`config.mk`:
```
export PLATFORM = sky130hd
export DESIGN_NAME = dipswitch
export DESIGN_NICKNAME = d
export VERILOG_FILES = /design/src/rtl/dipswitch.sv
export SDC_FILE = /design/constraint.sdc
export NUM_CORES = 1
export LEC_CHECK = 0
export ABC_AREA = 1
export CORE_UTILIZATION = 45
export CTS_CLUSTER_SIZE = 40
export DETAILED_ROUTE_END_ITERATION = 6
export PLACE_DENSITY = 0.75
export SLEW_MARGIN = 20
export SYNTH_ARGS = -nofsm -noshare
export SYNTH_HDL_FRONTEND = slang
export SYNTH_SLANG_ARGS = --single-unit
```
`constraint.sdc`:
```
create_clock -name clk -period 1.6 [get_ports clk]
set_clock_uncertainty 0.1 [all_clocks]
set_input_delay 0.16 -clock clk [delete_from_list [all_inputs] [get_ports clk]]
set_output_delay 0.16 -clock clk [all_outputs]
set_load 0.005 [all_outputs]
```
`src/rtl/dipswitch.sv`:
```
// dipswitch: captures two DIGITS-wide packed-BCD operands, one digit per
// button press from a 4-bit DIP switch ({ag,bg,cg,dg}), then locks.
// Ports: clk, rst (sync, active-low), ag/bg/cg/dg (digit MSB..LSB),
//   button (level, rising edge = enter), first_num / second_num (registered).
// Optional: define DIPSWITCH_BUTTON_SYNC_EN to add 2-flop synchronizers on
//   button and switches (adds 2 clk of press-to-output latency).
module dipswitch #(
  parameter int DIGITS = 3
) (
  input  logic                  clk,
  input  logic                  rst,
  input  logic                  ag,
  input  logic                  bg,
  input  logic                  cg,
  input  logic                  dg,
  input  logic                  button,
  output logic [4*DIGITS-1:0]   first_num,
  output logic [4*DIGITS-1:0]   second_num
);

  localparam int W  = 4 * DIGITS;
  localparam int CW = $clog2(DIGITS + 1);

  typedef enum logic [1:0] {
    S_FIRST,
    S_SECOND,
    S_DONE
  } state_e;

  state_e          state_q;
  logic [CW-1:0]   count_q;
  logic [W-1:0]    first_q;
  logic [W-1:0]    second_q;
  logic            button_q;

  logic            btn_s;
  logic [3:0]      digit;
  logic            press;
  logic            valid;
  logic            last;

`ifdef DIPSWITCH_BUTTON_SYNC_EN
  // Switches ride the same two-stage chain as the button so the digit
  // seen at the detected edge is the one present when it was pressed.
  logic [1:0]      btn_sync_q;
  logic [3:0]      sw_s1_q;
  logic [3:0]      sw_s2_q;

  always_ff @(posedge clk) begin
    if (!rst) begin
      btn_sync_q <= 2'b00;
      sw_s1_q    <= 4'h0;
      sw_s2_q    <= 4'h0;
    end else begin
      btn_sync_q <= {btn_sync_q[0], button};
      sw_s1_q    <= {ag, bg, cg, dg};
      sw_s2_q    <= sw_s1_q;
    end
  end

  assign btn_s = btn_sync_q[1];
  assign digit = sw_s2_q;
`else
  assign btn_s = button;
  assign digit = {ag, bg, cg, dg};
`endif

  assign press = btn_s & ~button_q;
  assign valid = press && (digit <= 4'd9);
  assign last  = (count_q == CW'(DIGITS - 1));

  // Shift left by one nibble; the size cast drops the old top digit
  // and keeps DIGITS=1 legal.
  function automatic logic [W-1:0] shift_in(
    input logic [W-1:0] cur,
    input logic [3:0]   d
  );
    return W'({cur, d});
  endfunction

  always_ff @(posedge clk) begin
    if (!rst) begin
      state_q  <= S_FIRST;
      count_q  <= '0;
      first_q  <= '0;
      second_q <= '0;
      button_q <= 1'b0;
    end else begin
      button_q <= btn_s;
      if (valid) begin
        case (state_q)
          S_FIRST: begin
            first_q <= shift_in(first_q, digit);
            if (last) begin
              count_q <= '0;
              state_q <= S_SECOND;
            end else begin
              count_q <= count_q + CW'(1);
            end
          end
          S_SECOND: begin
            second_q <= shift_in(second_q, digit);
            if (last) begin
              count_q <= '0;
              state_q <= S_DONE;
            end else begin
              count_q <= count_q + CW'(1);
            end
          end
          default: begin
            state_q <= S_DONE;
          end
        endcase
      end
    end
  end

  assign first_num  = first_q;
  assign second_num = second_q;

endmodule

```
======== Word-level counts from Yosys, hierarchy flattened ========
Cells that the tools add are included.
storage, ports and cells
  flip-flop bits (word level) ............. 29
  bits in latches ......................... 0
  memory bits (writable) .................. 0
  ROM bits ................................ 0
  bits of input ports ..................... 7
  output and inout port bits .............. 24
  logic and storage cells ................. 24
  memories kept ........................... 0
operators by class
  add/subtract/negate cells ............... 1
  $mul .................................... 0
  divide/modulo/power cells ............... 0
  $lt $le $gt $ge ......................... 1
  equality and inequality tests ........... 4
  shifts and indexed selects .............. 0
  mux-type cells .......................... 4
  bitwise gates (word level) .............. 2
  reductions and logical operators ........ 7
operators with widths
  cell                                                    count
  two-way mux 2 bit                                       3
  AND reduction 2 bit                                     3
  less-or-equal comparator 4 bit (second input constant)  1
  inequality test 2 bit (second input constant)           2
  one-hot mux 2 bit (2 select lines)                      1
  AND reduction 3 bit                                     1
  adder 2 x 1 -> 2 bit (second input constant)            1
  equality test 2 x 1 -> 1 bit (second input constant)    1
  equality test 2 bit (second input constant)             1
  zero test 2 bit                                         1
  OR reduction 2 bit                                      1
  AND 1 bit                                               1
  logical AND 1 bit                                       1
  inverter 1 bit                                          1

======== Logic depth before layout (Yosys ltp) ========
  depth after elaboration ................. 4
  gate-level depth with buffers ........... 7
  depth with buffers taken out ............ 7

======== Worst setup path before layout ========
OpenSTA, ideal clock, no wires.
  kind .................................... reg2reg
  start ................................... reg button_q
  end ..................................... reg first_q[0] (netlist: first_num[0])
  setup time .............................. 0.132 ns
  arrival time ............................ 0.906 ns
  data required time ...................... 1.368 ns
  path slack .............................. 0.461 ns
  cell stages (with the launch flop) ...... 7
  path buffers ............................ 2
  clock period less this slack ............ 1.139 ns
  cells stage by stage .................... dfxtp_1 > nor2_2 > buf_4 > nand3_2 > buf_4 > nand2_1 > a21oi_1
on the way
  word-level cells in the longest chain between the ends .. 4
ends and longest elaborated chain
  what                           RTL line  text
  start, declared                34        logic button_q;
  start signal, assigned         89        button_q <= btn_s;
  inverter 1 bit                 68        assign press = btn_s & ~button_q;
  AND 1 bit                      68
  logical AND 1 bit              69        assign valid = press && (digit <= 4'd9);
  AND reduction 2 bit (no line)  -
  end signal, assigned           93        first_q <= shift_in(first_q, digit);
  end, declared                  32        logic [W-1:0] first_q;
No other way between the ends.
A chain may end at the register's enable or synchronous reset.

======== Worst setup path in the final report ========
  start ................................... reg first_q[3] (netlist: first_num[3])
  end ..................................... out first_num[3]
RTL lines
  what           RTL line  text
  end, declared  17        output logic [4*DIGITS-1:0] first_num,
No word-level cell between the ends.

==> run metrics <==
outcome finished, final reports clean; CP Data Required Time 1.34 ns; Syn Area/Cell around 8.1 um^2; Max-Cap Viols 0; antenna-violating nets left 0; Buffers on Ports 30; final hold vios 0; Worst path max stage delay between 0.5 and 0.6 ns; Leak Pwr slightly below 0.0006 uW; CTS Buf Count 5; placed instance area around 1500 um^2; sequential cell area fraction in the yosys report 0.488; largest net degree at the start of global routing 26; Detailed Route WL approximately 2700 um; Placed Cells slightly above 200; unrepaired setup endpoints after global routing false; CTS tree done; Unique masters post-synth 15; PwrDens approximately 950 nW/um^2; relative slew slack 0.500; Worst Hold Path Cells 3; Nets ~190; flop2flop setup slack between 0.2 and 0.3 ns; gpl congestion 0.807; core area around 2500 um^2; flops & latches, synth 29; CP max stage cell clkdlybuf4s50_1; HP Start button; DRT Pass-1 Iters 4; Yosys warning count 0; Bufs and invs on worst path 1; Layout fillers 232; Synth Cell Area approximately 1200 um^2; Worst-path clk slew 0.09 ns; post-synthesis cell count around 150; first-pass GRT wire length approximately 4500 um; initial antenna violation count 0; Hold Path Class in -> reg; # hold bufs at CTS 0; Initial Util 0.480; Tmin final approximately 1.5 ns; VDD IR max about 1.1 mV; Root Driver clkbuf_4; FMAX 675 MHz; fin crit share 0.925; Initial DRC Count 21; Post-Layout Cell Count ~210; RR Startpoint state_q[0]; reg2reg path depth 6; Mapped Nets 153; Final Util 0.651; I/O Pins 31; Die Width ~53 um; final instance area 1610 um^2; Setup WS post-layout between 0.1 and 0.15 ns; post-DR vias/cell 5.41; total track usage 0.224; CTS H-tree depth 2; total die area 2850 um^2; Die Y around 53 um; Crit. End Element output pin; critical path launch point type flop; Clock Tree Buf Depth 2; row count 18; RR Endpoint second_num[0]; Final HPWL DP 1870 um; Worst Hold Path EP button_q; grt total ovfl 0; CP top delay family buffers and inverters; antenna diode count 0; clk sinks 29; CP arrival 1.22 ns; # DRC 0; Layout area overhead 35.4%; wire per inst around 12 um; vias in the first global route slightly above 1000; layout cells sized above 1 0.131; Worst path depth 1; Post-CTS Repair Setup Buffers 0; Worst-Skew Late Latency roughly 0.33 ns; Max Slew Vio Count 0; PostCTS Resize Cnt 0; crit-path max FO 3; Setup WS pre-CTS -0.0361 ns; vias post-DR between 1000 and 1500; final setup vio count 0; Worst-Margin Slew around 0.75 ns; crit-path cells clkdlybuf4s50_1; kind of critical path reg -> out
[worst reg2reg max path: stages (launching register included)]
cell	delay (ns)
dfxtp_1	0.37
inv_2	0.05
nor2_2	0.26
nand3_1	0.12
buf_4	0.19
nand2_1	0.07
a21oi_1	0.06
[kinds of logic after synthesis]
logic type / synth area share
AOI/OAI and AO/OA: 0.121
buffers and inverters: 0.106
and+or+nand+nor: 0.285
DFF: 0.488
[worst max-delay path by stage]
stage,slack (ns),start,to
finish,0.12,first_num[3],first_num[3]
global route,0.05,first_num[0],first_num[0]
CTS,0.11,first_num[4],first_num[4]
detailed placement,-0.04,cg,first_num[11]
global placement,0.01,cg,first_num[5]
floorplan,0.46,button_q,first_num[0]
[flip-flops by register name (all words and copies together) (netlist names)]
register,count
button_q,1
count_q,2
first_num,12
second_num,12
state_q,2
[power by group]
group | internal, uW | leakage, uW | switching (uW) | total, uW
clock network | 373 | 0.0000455 | 246 | 619
logic | 71.4 | 0.000297 | 91.8 | 163
registers | 738 | 0.000235 | 11.3 | 749
total | 1180 | 0.000577 | 349 | 1530
[per-layer routing]
metal / share of wire / track usage / up-vias
met5: 0 / 0 / -
met4: 0.023 / 0.110 / 0
met3: 0.054 / 0.0862 / 7
met2: 0.48 / 0.350 / 33
met1: 0.44 / 0.265 / 537
li1: - / - / 576
[synthesized netlist by cell type]
| master | instances | share of area |
|---|---|---|
| nand4_1 | 25 | 0.13 |
| clkbuf_1 | 2 | 0.0063 |
| inv_1 | 7 | 0.022 |
| nand2_1 | 34 | 0.11 |
| o21ai_2 | 1 | 0.0074 |
| nand3_2 | 1 | 0.0084 |
| buf_2 | 2 | 0.0084 |
| dfxtp_1 | 29 | 0.49 |
| inv_2 | 1 | 0.0032 |
| buf_6 | 5 | 0.047 |
| a21oi_1 | 27 | 0.11 |
| nor2_1 | 3 | 0.0095 |
| buf_4 | 3 | 0.019 |
| nand3_1 | 3 | 0.013 |
| nor2_2 | 3 | 0.016 |
[area by class of cell]
type / count / area (um^2) / area share
clock inverter: 1 / 30.0 / 0.0186
multi-input combinational: 97 / 483 / 0.300
sequential: 29 / 581 / 0.360
timing repair buffer: 41 / 395 / 0.245
tap: 30 / 37.5 / 0.0233
clock buffer: 7 / 55.1 / 0.0342
inverter: 8 / 30.0 / 0.0186
[placed cells by master, fill, tap and decap left out]
master	instances
a21oi_1	27
bufinv_16	1
inv_1	7
nand3_1	3
nand4_1	25
nand3_2	1
clkdlybuf4s50_1	30
buf_12	1
buf_4	10
clkbuf_1	1
clkbuf_4	5
nor2_2	3
inv_2	1
clkbuf_8	1
nand2_1	34
nor2_1	3
dfxtp_1	29
o21ai_2	1
[metrics by stage]
step	power (uW)	hold WS (ns)	setup TNS [ns]
6_report	1530	0.295	0
5_1_grt	1600	0.311	0
4_1_cts	1540	0.291	0
3_5_place_dp	928	0.356	-0.166
3_3_place_gp	923	0.348	0
2_1_floorplan	868	0.153	0
Power figures use the tool's default switching activity.
